==> src/rtl/serial_addsub_param.sv <==
// Multi-cycle WIDTH-bit adder/subtractor that ripples DIGIT bits per clock, LSB first.
// Define SERIAL_ADDSUB_MAGNITUDE_EN to add a FIX cycle that returns |a-b| with a neg flag.
module serial_addsub_param #(
    parameter int WIDTH = 16,
    parameter int DIGIT = 4
) (
    input  logic             clk,
    input  logic             rst,
    input  logic             start,
    input  logic             m,
    input  logic [WIDTH-1:0] a,
    input  logic [WIDTH-1:0] b,
    input  logic             cin,
    output logic             busy,
    output logic             done,
    output logic [WIDTH-1:0] result,
    output logic             cout,
    output logic             ovf,
    output logic             neg
);
    localparam int NDIG = WIDTH / DIGIT;
    localparam int CW   = (NDIG > 1) ? $clog2(NDIG) : 1;

`ifdef SERIAL_ADDSUB_MAGNITUDE_EN
    typedef enum logic [1:0] {IDLE, CALC, FIX} state_t;
`else
    typedef enum logic [0:0] {IDLE, CALC} state_t;
`endif

    // Handshake: start is accepted on a rising edge only while busy=0; done pulses
    // for one cycle with result/cout/ovf/neg valid, and those hold until the next done.
    state_t state, state_next;

    logic [WIDTH-1:0]       a_sh, b_sh, res_sh;
    logic                   carry;
    logic [CW-1:0]          cnt;
    logic [DIGIT:0]         slice;
    logic [DIGIT-1:0]       sum_d;
    logic                   c_out, c_msb, ovf_d, last, go_fix;
    logic [WIDTH+DIGIT-1:0] res_cat;
    logic [WIDTH-1:0]       res_next;

`ifdef SERIAL_ADDSUB_MAGNITUDE_EN
    logic m_q, ovf_q;
    assign go_fix = m_q & ~c_out;
`else
    assign go_fix = 1'b0;
`endif

    assign slice    = {1'b0, a_sh[DIGIT-1:0]} + {1'b0, b_sh[DIGIT-1:0]} + {{DIGIT{1'b0}}, carry};
    assign sum_d    = slice[DIGIT-1:0];
    assign c_out    = slice[DIGIT];
    // Carry into the top bit of the slice, recovered from that bit's sum equation.
    assign c_msb    = a_sh[DIGIT-1] ^ b_sh[DIGIT-1] ^ sum_d[DIGIT-1];
    assign ovf_d    = c_msb ^ c_out;
    assign res_cat  = {sum_d, res_sh};
    assign res_next = res_cat[WIDTH+DIGIT-1:DIGIT];
    assign last     = (cnt == CW'(NDIG - 1));
    assign busy     = (state != IDLE);

    always_ff @(posedge clk) begin
        if (rst) state <= IDLE;
        else     state <= state_next;
    end

    always_comb begin
        state_next = state;
        case (state)
            IDLE: if (start) state_next = CALC;
            CALC: begin
                if (last) begin
`ifdef SERIAL_ADDSUB_MAGNITUDE_EN
                    state_next = go_fix ? FIX : IDLE;
`else
                    state_next = IDLE;
`endif
                end
            end
`ifdef SERIAL_ADDSUB_MAGNITUDE_EN
            FIX:  state_next = IDLE;
`endif
            default: state_next = IDLE;
        endcase
    end

    always_ff @(posedge clk) begin
        if (rst) begin
            a_sh   <= '0;
            b_sh   <= '0;
            res_sh <= '0;
            carry  <= 1'b0;
            cnt    <= '0;
            done   <= 1'b0;
            result <= '0;
            cout   <= 1'b0;
            ovf    <= 1'b0;
            neg    <= 1'b0;
`ifdef SERIAL_ADDSUB_MAGNITUDE_EN
            m_q    <= 1'b0;
            ovf_q  <= 1'b0;
`endif
        end else begin
            done <= 1'b0;
            case (state)
                IDLE: begin
                    if (start) begin
                        a_sh  <= a;
                        b_sh  <= b ^ {WIDTH{m}};
                        carry <= m ? 1'b1 : cin;
                        cnt   <= '0;
`ifdef SERIAL_ADDSUB_MAGNITUDE_EN
                        m_q   <= m;
`endif
                    end
                end
                CALC: begin
                    a_sh   <= a_sh >> DIGIT;
                    b_sh   <= b_sh >> DIGIT;
                    carry  <= c_out;
                    res_sh <= res_next;
                    cnt    <= cnt + CW'(1);
                    if (last && !go_fix) begin
                        result <= res_next;
                        cout   <= c_out;
                        ovf    <= ovf_d;
                        neg    <= 1'b0;
                        done   <= 1'b1;
                    end
`ifdef SERIAL_ADDSUB_MAGNITUDE_EN
                    if (last) ovf_q <= ovf_d;
`endif
                end
`ifdef SERIAL_ADDSUB_MAGNITUDE_EN
                // carry/ovf_q still hold the raw subtraction flags here.
                FIX: begin
                    result <= ~res_sh + WIDTH'(1);
                    cout   <= carry;
                    ovf    <= ovf_q;
                    neg    <= 1'b1;
                    done   <= 1'b1;
                end
`endif
                default: ;
            endcase
        end
    end
endmodule

==> config.mk <==
export PLATFORM = sky130hd
export DESIGN_NAME = serial_addsub_param
export DESIGN_NICKNAME = d
export VERILOG_FILES = /design/src/rtl/serial_addsub_param.sv
export SDC_FILE = /design/constraint.sdc
export NUM_CORES = 1
export LEC_CHECK = 0
export BUFFER_PORTS_ARGS = -buffer_cell sky130_fd_sc_hd__buf_2
export CAP_MARGIN = 15
export CORE_MARGIN = 2
export CORE_UTILIZATION = 54
export DETAILED_ROUTE_END_ITERATION = 8
export PLACE_DENSITY = 0.79
export SETUP_SLACK_MARGIN = 0.1
export SLEW_MARGIN = 20
export SYNTH_ARGS = -nofsm -noshare
export SYNTH_HDL_FRONTEND = slang
export SYNTH_SLANG_ARGS = --single-unit
==> constraint.sdc <==
create_clock -name clk -period 2.1 [get_ports clk]
set_input_delay 0.42 -clock clk [delete_from_list [all_inputs] [get_ports clk]]
set_output_delay 0.42 -clock clk [all_outputs]
set_load 0.1 [all_outputs]
==> out/metrics.yaml <==
synthesis:
  synth-seq-cells: 67
  yosysTopAreaCell: "dfxtp_1"
  synth_edf_count: 0
  yosysMostFrequentCell: "nor2_1"
  async_flop_share_pct: 0
  synthTopCellsByArea: "dfxtp_1 (47%), nor2_1 (9.8%), mux2i_1 (8.8%), xnor2_1 (5.6%), a21oi_1 (5.1%)"
  synth_area_um2: 2830
  ys_seq_area_share_pct: 47.39
  synth.top_cell.area_share_pct: 47.39
  ys_warn_count: 0
  synth_common_cells: "nor2_1 (74), dfxtp_1 (67), a21oi_1 (29)"
  synthCells: 305
  syn-num-nets: 348
  syn_avg_cell_area_um2: 9.279
  synth_ff_type: "dfxtp_1"
  yosysUniqueCellTypes: 29
worst_setup_path:
  crit_fanout: 3
  critical_path_arrival_ns: 2.07
  worstPathCellList: "inv_1 > fa_2 > fa_2 > nand2b_1 > a21oi_2 > xnor2_1 > o21ai_0"
  crit_type: "reg -> reg"
  start_kind: "flip-flop"
  slowest_stage: "fa_2"
  cp.required_ns: 2.31
  worst_path_largest_cell_delay_ns: 0.40
  path_buf_inv: 1
  path_delay_family: "adder cells"
  endpoint_kind: "flip-flop"
  critPathMostFrequentCell: "fa_2"
timing:
  finalMaxSlewViolations: 0
  fin_crit_ns: 1.857
  hold_slack_ns: 0.3173
  tightest_slew_ns: 0.5248
  finalCritPeriodShare_pct: 88.44
  finalSetupTns_ns: 0
  hold_viol_final: 0
  grt_setup_unrepaired: "no"
  relSlewSlack_pct: 65.01
  achievable-frequency_ghz: 0.5384
  finalSetupViolCount: 0
  fin_skew_ns: 0.01127
  worst_slack_ns: 0.2428
cts:
  root_buffer: "clkbuf_8"
  cts.clk_slew.worst_paths_ns: 0.07
  cts_tree: "done"
  clock-sinks: 67
  cts_max_level: 3
  clock_latency_ns: 0.34
  ctsLongestPathBuffers: 2
  cts_made_buffers: 9
global_routing:
  grt_overflow: 0
  use_met3_pct: 5.095
  grt_pass1_vias: 1984
  grt_util_met2_pct: 29.65
  antenna_found_initial: 0
  top_usage_layer: "met2"
  grtUsageTotal_pct: 19.25
  grt_max_degree: 46
  use_met1_pct: 24.47
  grt_pass1_wl_mm: 8.942
floorplanning:
  start_util_pct: 55.77
  die_w_um: 76.40
  design.die.area_um2: 5836
  pin_count: 58
  core_um2: 5075
  die_h_um: 76.40
  rows: 26
power_and_ir_drop:
  power.leakage_nw: 1.458
  powerDensity_nw_per_um2: 823.9
  ir_drop_v: 0.0004926
placed_design:
  port-buffer-count: 56
  dp_cells: 412
  place_congestion: 0.7329
  dp_hpwl_mm: 3.627
  place_area_um2: 3131
  post-place-ws_ns: 0.1006
drt:
  routedWlPerCell_um: 12.44
  ant_nets: 0
  drt_wl_total_mm: 5.324
  vias: 2184
  dr.pass1.iters: 4
  drc: 0
  drt-initial-drc-count: 63
  post_drt_via_cell_ratio: 5.103
run:
  drv_cap: 0
cells_and_area:
  stdcell_count: 428
  antenna_cells: 0
  drive_above_1_share_pct: 22.91
  n_fill_cell: 423
  synthToLayoutAreaGrowth_pct: 17.55
  nNetsFinal: 396
  fin_area_um2: 3327
run_status:
  status: "complete, no violations"
min_path:
  hold_class: "in -> reg"
[registers in the layout, indices dropped and copies added, names as in the netlist]
signal	cells
a_sh	16
b_sh	16
result	16
res_sh	12
cnt	2
busy	1
carry	1
cout	1
done	1
ovf	1
[through the flow]
step / total power, W / utilization, %
global placement: 0.001725 / 61.69
finish: 0.002741 / 65.56
floorplan: 0.001648 / -
detailed placement: 0.001735 / 61.69
CTS: 0.002759 / 65.46
global route: 0.002867 / 65.56
[layout make-up]
type | instances | area (um2) | share of cell area, %
Clock inverter | 2 | 35.03 | 1.053
Inverter | 8 | 30.03 | 0.9026
Clock buffer | 14 | 152.6 | 4.588
Timing Repair Buffer | 62 | 365.4 | 10.98
Tap cell | 70 | 87.58 | 2.633
Sequential cell | 67 | 1343 | 40.35
Multi-Input combinational cell | 205 | 1314 | 39.49
[power breakdown]
| group | total (W) | switching [W] | internal, W |
|---|---|---|---|
| clock | 0.00103 | 0.000451 | 0.000581 |
| sequential | 0.00137 | 0.0000429 | 0.00133 |
| combinational | 0.000338 | 0.000186 | 0.000152 |
| total | 0.00274 | 0.000680 | 0.00206 |
[placed cells by master (no fill, tap or decap), types with 2 or more instances in the layout]
cell | Yosys | routed
o21ai_0 | 3 | 3
ha_1 | 4 | 4
nand2_1 | 4 | 4
a21oi_2 | 1 | 2
a211oi_1 | 19 | 19
clkbuf_8 | 0 | 10
nor3b_1 | 2 | 2
mux2i_1 | 25 | 25
buf_12 | 1 | 3
inv_1 | 7 | 7
a22o_1 | 15 | 15
a21oi_1 | 29 | 28
xnor2_1 | 18 | 18
nor2_1 | 74 | 74
buf_4 | 5 | 4
buf_2 | 14 | 55
clkbuf_1 | 4 | 4
fa_2 | 0 | 2
dfxtp_1 | 67 | 66
[final timing paths]
kind	from	to	slack (ns)	depth (start not counted)
worst max-delay path	a_sh[0]	ovf	0.24	7
worst min-delay path	a[14]	a_sh[14]	0.32	3
worst max register to register	a_sh[0]	ovf	0.24	7
worst min register to register	result[12]	result[12]	0.47	2
[worst min-delay path: cells and delay by family]
| kind | cells | cell delay (ns) |
|---|---|---|
| buffers and inverters | 1 | 0.07 |
| muxes | 1 | 0.06 |
| and+or+nand+nor | 1 | 0.07 |
[cell families after synthesis]
family / synth area share [%]
AOI/OAI and AO/OA: 16.40
xor gates and xnor gates: 5.880
other: 0.1325
buffers and inverters: 6.499
muxes: 8.842
and+or+nand+nor: 11.67
adders and majority gates: 3.183
DFF: 47.39
[metal layers]
layer / part of all wire, % / vias up
met5: 0 / -
met2: 45 / 54
met4: 2.2 / 0
met1: 48 / 989
met3: 5.3 / 9
li1: - / 1132
[timing repair]
| action | CTS | global route |
|---|---|---|
| resized for setup | 1 | 2 |
| buffers inserted | 0 | 0 |
| hold buffers | 0 | 0 |
| hold endpoints to repair | 0 | 0 |
| setup endpoints to repair | 1 | 1 |
| pin swaps | 0 | 1 |
| cloned | 0 | 0 |
No activity file was read; power rests on OpenSTA's default activity.
